--- config.mk ---
export PLATFORM = sky130hd
export DESIGN_NAME = cpu_sequencer
export DESIGN_NICKNAME = d
export VERILOG_FILES = /design/src/rtl/cpu_sequencer.sv
export SDC_FILE = /design/constraint.sdc
export NUM_CORES = 1
export LEC_CHECK = 0
export CORE_MARGIN = 2
export CORE_UTILIZATION = 47
export CTS_CLUSTER_SIZE = 40
export DETAILED_ROUTE_END_ITERATION = 8
export PLACE_DENSITY = 0.82
export SYNTH_ARGS = -nofsm -noshare
export SYNTH_HDL_FRONTEND = slang
export SYNTH_SLANG_ARGS = --single-unit
--- constraint.sdc ---
create_clock -name CLK -period 2.7 [get_ports CLK]
set_clock_uncertainty 0.2 [all_clocks]
set_input_delay 0.405 -clock CLK [delete_from_list [all_inputs] [get_ports CLK]]
set_output_delay 0.405 -clock CLK [all_outputs]
set_load 0.01 [all_outputs]
--- src/rtl/cpu_sequencer.sv ---
// Control-state sequencer for the 16-bit CPU: FETCH/EXEC1/EXEC2 phase strobes,
// instruction register, STP halt, run/single-step control and debug counters.
module cpu_sequencer #(
  parameter int unsigned CNT_W = 16
) (
  input  logic             CLK,
  input  logic             nRST,
  input  logic             RUN,
  input  logic             STEP,
  input  logic [15:0]      instr_in,
  input  logic             E2,
  output logic             FETCH,
  output logic             EXEC1,
  output logic             EXEC2,
  output logic [15:0]      instr,
  output logic             HALTED,
  output logic             BUSY,
  output logic [CNT_W-1:0] cycle_count,
  output logic [CNT_W-1:0] instr_count
);

  typedef enum logic [2:0] {
    S_IDLE,
    S_FETCH,
    S_EXEC1,
    S_EXEC2,
    S_HALT
  } state_t;

  state_t state, state_next;
  logic   step_flag, step_next;
  logic   retire;
  logic   stp;
  logic   continue_run;

  assign stp          = (instr[15:9] == 7'b0111111);
  assign continue_run = RUN & ~step_flag;

  always_comb begin
    state_next = state;
    step_next  = step_flag;
    retire     = 1'b0;
    case (state)
      S_IDLE: begin
        if (RUN || STEP) begin
          state_next = S_FETCH;
          step_next  = STEP & ~RUN;
        end
      end
      S_FETCH: state_next = S_EXEC1;
      S_EXEC1: begin
        if (stp) begin
          state_next = S_HALT;
          retire     = 1'b1;
        end else if (E2) begin
          state_next = S_EXEC2;
        end else begin
          retire = 1'b1;
          if (continue_run) begin
            state_next = S_FETCH;
          end else begin
            state_next = S_IDLE;
            step_next  = 1'b0;
          end
        end
      end
      S_EXEC2: begin
        retire = 1'b1;
        if (continue_run) begin
          state_next = S_FETCH;
        end else begin
          state_next = S_IDLE;
          step_next  = 1'b0;
        end
      end
      S_HALT:  state_next = S_HALT;
      default: state_next = S_IDLE;
    endcase
  end

  // Phase strobes are flops loaded from the next state so they stay one-hot with it.
  always_ff @(posedge CLK or negedge nRST) begin
    if (!nRST) begin
      state     <= S_IDLE;
      step_flag <= 1'b0;
      FETCH     <= 1'b0;
      EXEC1     <= 1'b0;
      EXEC2     <= 1'b0;
      HALTED    <= 1'b0;
    end else begin
      state     <= state_next;
      step_flag <= step_next;
      FETCH     <= (state_next == S_FETCH);
      EXEC1     <= (state_next == S_EXEC1);
      EXEC2     <= (state_next == S_EXEC2);
      HALTED    <= (state_next == S_HALT);
    end
  end

  always_ff @(posedge CLK or negedge nRST) begin
    if (!nRST) begin
      instr <= '0;
    end else if (state == S_FETCH) begin
      instr <= instr_in;
    end
  end

  assign BUSY = FETCH | EXEC1 | EXEC2;

  always_ff @(posedge CLK or negedge nRST) begin
    if (!nRST) begin
      cycle_count <= '0;
      instr_count <= '0;
    end else begin
      if (BUSY && (cycle_count != '1)) begin
        cycle_count <= cycle_count + CNT_W'(1);
      end
      if (retire && (instr_count != '1)) begin
        instr_count <= instr_count + CNT_W'(1);
      end
    end
  end

endmodule

**Yosys cells after proc, flatten, opt, wreduce, memory -nomap -nowiden**

Index checks and enable logic that the tools add are counted.
W data, S select, Z words.

- Add/subtract/negate cells: 2
- Eq/ne operators: 14
- Muxes and demuxes: 13
- Bitwise gates (word level): 6
- Reductions and logical operators: 6

Operators with widths:

| kind | count |
|---|---|
| $add A16 B1 Y16 const B | 2 |
| $ne A16 B16 Y1 const B | 2 |
| $pmux W3 S5 | 1 |
| $eq A3 B2 Y1 const B | 4 |
| $eq A7 B6 Y1 const B | 1 |
| $mux W1 | 7 |
| $eq A3 B1 Y1 const B | 2 |
| $eq A3 B3 Y1 const B | 2 |
| $mux W3 | 2 |
| $ne A2 B2 Y1 const B | 3 |
| $reduce_and A4 Y1 | 1 |
| $logic_not A3 Y1 | 1 |
| $pmux W1 S3 | 1 |
| $reduce_bool A3 Y1 | 1 |
| $and A1 B1 Y1 | 2 |
| $logic_and A1 B1 Y1 | 2 |
| $mux W2 | 1 |
| $not A1 Y1 | 2 |
| $or A1 B1 Y1 | 2 |
| $pmux W1 S2 | 1 |
| $logic_or A1 B1 Y1 | 1 |

- Register bits after elaboration: 56
- Output and inout bits: 53
- Word-level logic and storage cells: 50

**Logic depth before layout (Yosys ltp)**

- Word-level depth: 7
- Gate-level depth with buffers: 6
- Depth with buffers taken out: 6

**Least setup slack after synthesis**

No wires, ideal clock.

- Kind: reg2reg
- Start point: reg cycle_count[0]
- End point: reg cycle_count[1]
- Arrival time: 1.614 ns
- Data required time: 2.375 ns
- Slack: 0.760 ns
- Cell stages (with the launch flop): 6
- Path buffers: 0
- Clock period less this slack: 1.940 ns
- Cells stage by stage: dfrtp_1 -> ha_1 -> and4_4 -> nand4_4 -> o31a_4 -> mux2_4

- Word-level cells in the longest chain between the ends: 2
- Elaborated cells on any way between the ends: 3
- Classes of those cells: add/sub: 1; eq/ne: 1; reduce/logical: 1

RTL lines:

| element | RTL line | RTL |
|---|---|---|
| start, declared | 18 | `output logic [CNT_W-1:0] cycle_count,` |
| start signal, assigned | 116 | `cycle_count <= cycle_count + CNT_W'(1);` |
| branches (longest 2 deep; another with $add A16 B1 Y16) | - |  |

Several ways; the timed one is not identified.
A chain may end at the register's enable or synchronous reset.

**Worst setup path in the final report**

- Start point: reg EXEC1
- End point: out BUSY

- Word-level cells in the longest chain between the ends: 2

RTL lines:

| element | RTL line | RTL |
|---|---|---|
| start, declared | 13 | `output logic EXEC1,` |
| start signal, assigned | 94 | `EXEC1 <= (state_next == S_EXEC1);` |
| $or A1 B1 Y1 (2 in a row) | 108 | `assign BUSY = FETCH \| EXEC1 \| EXEC2;` |
| end, declared | 17 | `output logic BUSY,` |

Every way passes these cells.

==> impl_metrics.json <==
{
  "portBuffers": 73,
  "reg2reg_depth": 5,
  "peakVddDrop_v": 0.000556,
  "outcome": "finished, final reports clean",
  "drt_first_pass_iters": 4,
  "start_kind": "register",
  "yosysSeqAreaShare_pct": 54.9,
  "syn_area_per_cell_sq_um": 12.3,
  "drv_slew": 0,
  "drt_iter0_drc": 65,
  "cts_hold_buf": 1,
  "hold_path_class": "register to register",
  "vias": 1846,
  "drt-total-wl_microns": 4980,
  "crit_required_ps": 2100,
  "synthesis.nets": 231,
  "cts_made_buffers": 5,
  "fp.dieH_microns": 77.7,
  "end_kind": "output pin",
  "die_w_microns": 77.7,
  "tns_ps": 0,
  "grt_util_all_layers_pct": 17.8,
  "drive_gt1_share_pct": 14.6,
  "grtUsageMet2_pct": 30.8,
  "register_area_sq_um": 1400,
  "finalCritPeriodShare_pct": 85.4,
  "n_fill_cell": 384,
  "synth_cells": 208,
  "slew_headroom_pct": 72.0,
  "p_total_uw": 3420,
  "rrSetupSlack_ps": 720,
  "cts_buffer_depth": 2,
  "io_pins": 74,
  "postRouteAntennaNets": 0,
  "via_per_inst": 5.17,
  "synth_warnings": 0,
  "worstMarginPinSlew_ps": 417,
  "syn_area_sq_um": 2550,
  "grt_max_degree": 57,
  "slowest_delay_ps": 520,
  "globalRouteOverflowTotal": 0,
  "finalSetupViolations": 0,
  "synth_seq_cells": 56,
  "arrival_ps": 1700,
  "critPathMaxFanout": 7,
  "p_leak_uw": 0.00150,
  "met3_usage_pct": 4.19,
  "fin_crit_ps": 2300,
  "postCtsSetupRepairBufs": 0,
  "p_per_area_nw_per_um2": 969,
  "core_area_sq_um": 5170,
  "multiInputGateArea_sq_um": 1120,
  "rsz0062_at_grt": "no",
  "whs_path_depth": 1,
  "wire_per_inst_microns": 14.0,
  "grtUsageMet1_pct": 22.4,
  "dp_hpwl_microns": 3690,
  "grt_pass1_wl_microns": 8650,
  "start_util_pct": 49.3,
  "grt_pass1_vias": 1893,
  "rows": 26,
  "antenna_cells": 0,
  "clk_latency_ps": 310,
  "path_cells": "or3_1, clkdlybuf4s50_1",
  "dieArea_sq_um": 6040,
  "drv_cap": 0,
  "ctsHtreeMaxLevel": 2,
  "cts_sinks": 56,
  "yosysTopAreaCellShare_pct": 54.9,
  "clock.fmax_ghz": 0.434,
  "areaGrowthSynthToFinish_pct": 38.4,
  "ctsRootBufferMaster": "clkbuf_8",
  "critPathSlowestCell": "clkdlybuf4s50_1",
  "fin_nets": 309,
  "cts_resized": 0,
  "antenna_found_initial": 0,
  "busiest_layer": "met2",
  "crit_type": "register to output pin",
  "synth_cell_types": 46,
  "clkTransAtPathRegs_ps": 100,
  "yosysTopAreaCell": "dfrtp_1",
  "cts_tree": "done",
  "route.detailed.drc": 0,
  "synthTopCellsByArea": "dfrtp_1 55%, mux2_2 7.1%, xnor2_1 4.8%",
  "gp_congestion": 0.809,
  "hold_violations": 0
}
synth_stat cells (all sizes together):
cell type and instances:
nand3 12, a21boi 1, o211ai 1, nand4b 1, xnor2 14, nand4 9
and2 5, nor2b 3, dfrtp 56, mux2 19, nand3b 1, nor2 10
nor4b 1, o31a 1, and3 3, a41oi 1, or3 1, o21ai 3
nor3b 1, inv 1, ha 2, buf 4, mux2i 1, a21oi 6
nand2 17, clkbuf 1, o21bai 1, and3b 1, and4 5, a31oi 3
o41ai 1, o2111a 1, xor2 9, nand2b 6, o21a 2, nor3 3
a221o 1
per-stage QoR:
| step | utilization [%] | cells | setup WS, ps | hold slack, ps | instance area, sq um |
|---|---|---|---|---|---|
| finish | 68.3 | 357 | 395 | 289 | 3530 |
| global route | 68.3 | 357 | 342 | 324 | 3530 |
| CTS | 68.3 | 357 | 382 | 298 | 3530 |
| detailed placement | 65.0 | 348 | 490 | 223 | 3360 |
| global placement | 65.0 | 348 | 548 | 225 | 3360 |
| floorplan | - | 208 | 760 | -90.6 | 2550 |
worst max-delay path, delay by kind of cell, from the launching register on:
family                 cells  cell delay [ps]
buffers and inverters      1              520
DFF                        1              380
and+or+nand+nor            1              490
area by class of cell:
cell class / count / area share, %
flip-flops and latches: 56 / 39.7
clock inverters: 3 / 2.55
multi-input cells: 146 / 31.7
clock buffers: 5 / 1.95
repair buffers: 76 / 21.6
well taps: 70 / 2.48
inverters: 1 / 0.106
path summary, 6_finish.rpt:
kind                                 start               to
max                                  EXEC1             BUSY
min                        instr_count[11]  instr_count[11]
max reg2reg                 cycle_count[0]   cycle_count[1]
min reg2reg                instr_count[11]  instr_count[11]
max in group asynchronous             nRST   instr_count[9]
min in group asynchronous             nRST   cycle_count[4]
cell families (layout without fill, tap and decap cells):
logic type	Yosys count	after routing	synth area share, %
buf+inv	6	85	1.27
fa+ha+maj	2	2	0.980
compound gates	22	22	6.37
simple gates	79	79	19.5
xor+xnor	23	23	7.89
mux	20	20	9.07
flops	56	56	54.9
state kept, by name, summed over array words and instances, names as in the netlist:
register     cells
FETCH            1
EXEC2            1
EXEC1            1
cycle_count     16
instr_count     16
step_flag        1
instr           16
state            3
HALTED           1
power by group:
| group | leakage [uW] | internal (uW) | total, uW | switching (uW) |
|---|---|---|---|---|
| clock | 0.0000784 | 463 | 733 | 270 |
| sequential | 0.000718 | 1100 | 1340 | 239 |
| combinational | 0.000706 | 815 | 1350 | 539 |
| total | 0.00150 | 2370 | 3420 | 1050 |
metal layers:
metal | routed length, microns | part of all wire (%) | up-vias
met5 | 0 | 0 | -
met3 | 193 | 3.9 | 4
met4 | 36 | 0.72 | 0
met1 | 2270 | 46 | 899
met2 | 2480 | 50 | 46
li1 | - | - | 897
cell usage in the layout, fill, tap and decap left out, drive strengths merged, types with 5 or more instances in the layout:
cell | Yosys | routed
clkdlybuf4s50 | 0 | 72
dfrtp | 56 | 56
mux2 | 19 | 19
nand2 | 17 | 17
xnor2 | 14 | 14
nand3 | 12 | 12
nor2 | 10 | 10
xor2 | 9 | 9
nand4 | 9 | 9
nand2b | 6 | 6
a21oi | 6 | 6
and2 | 5 | 5
clkbuf | 1 | 5
and4 | 5 | 5
(Power assumes the default switching activity.)
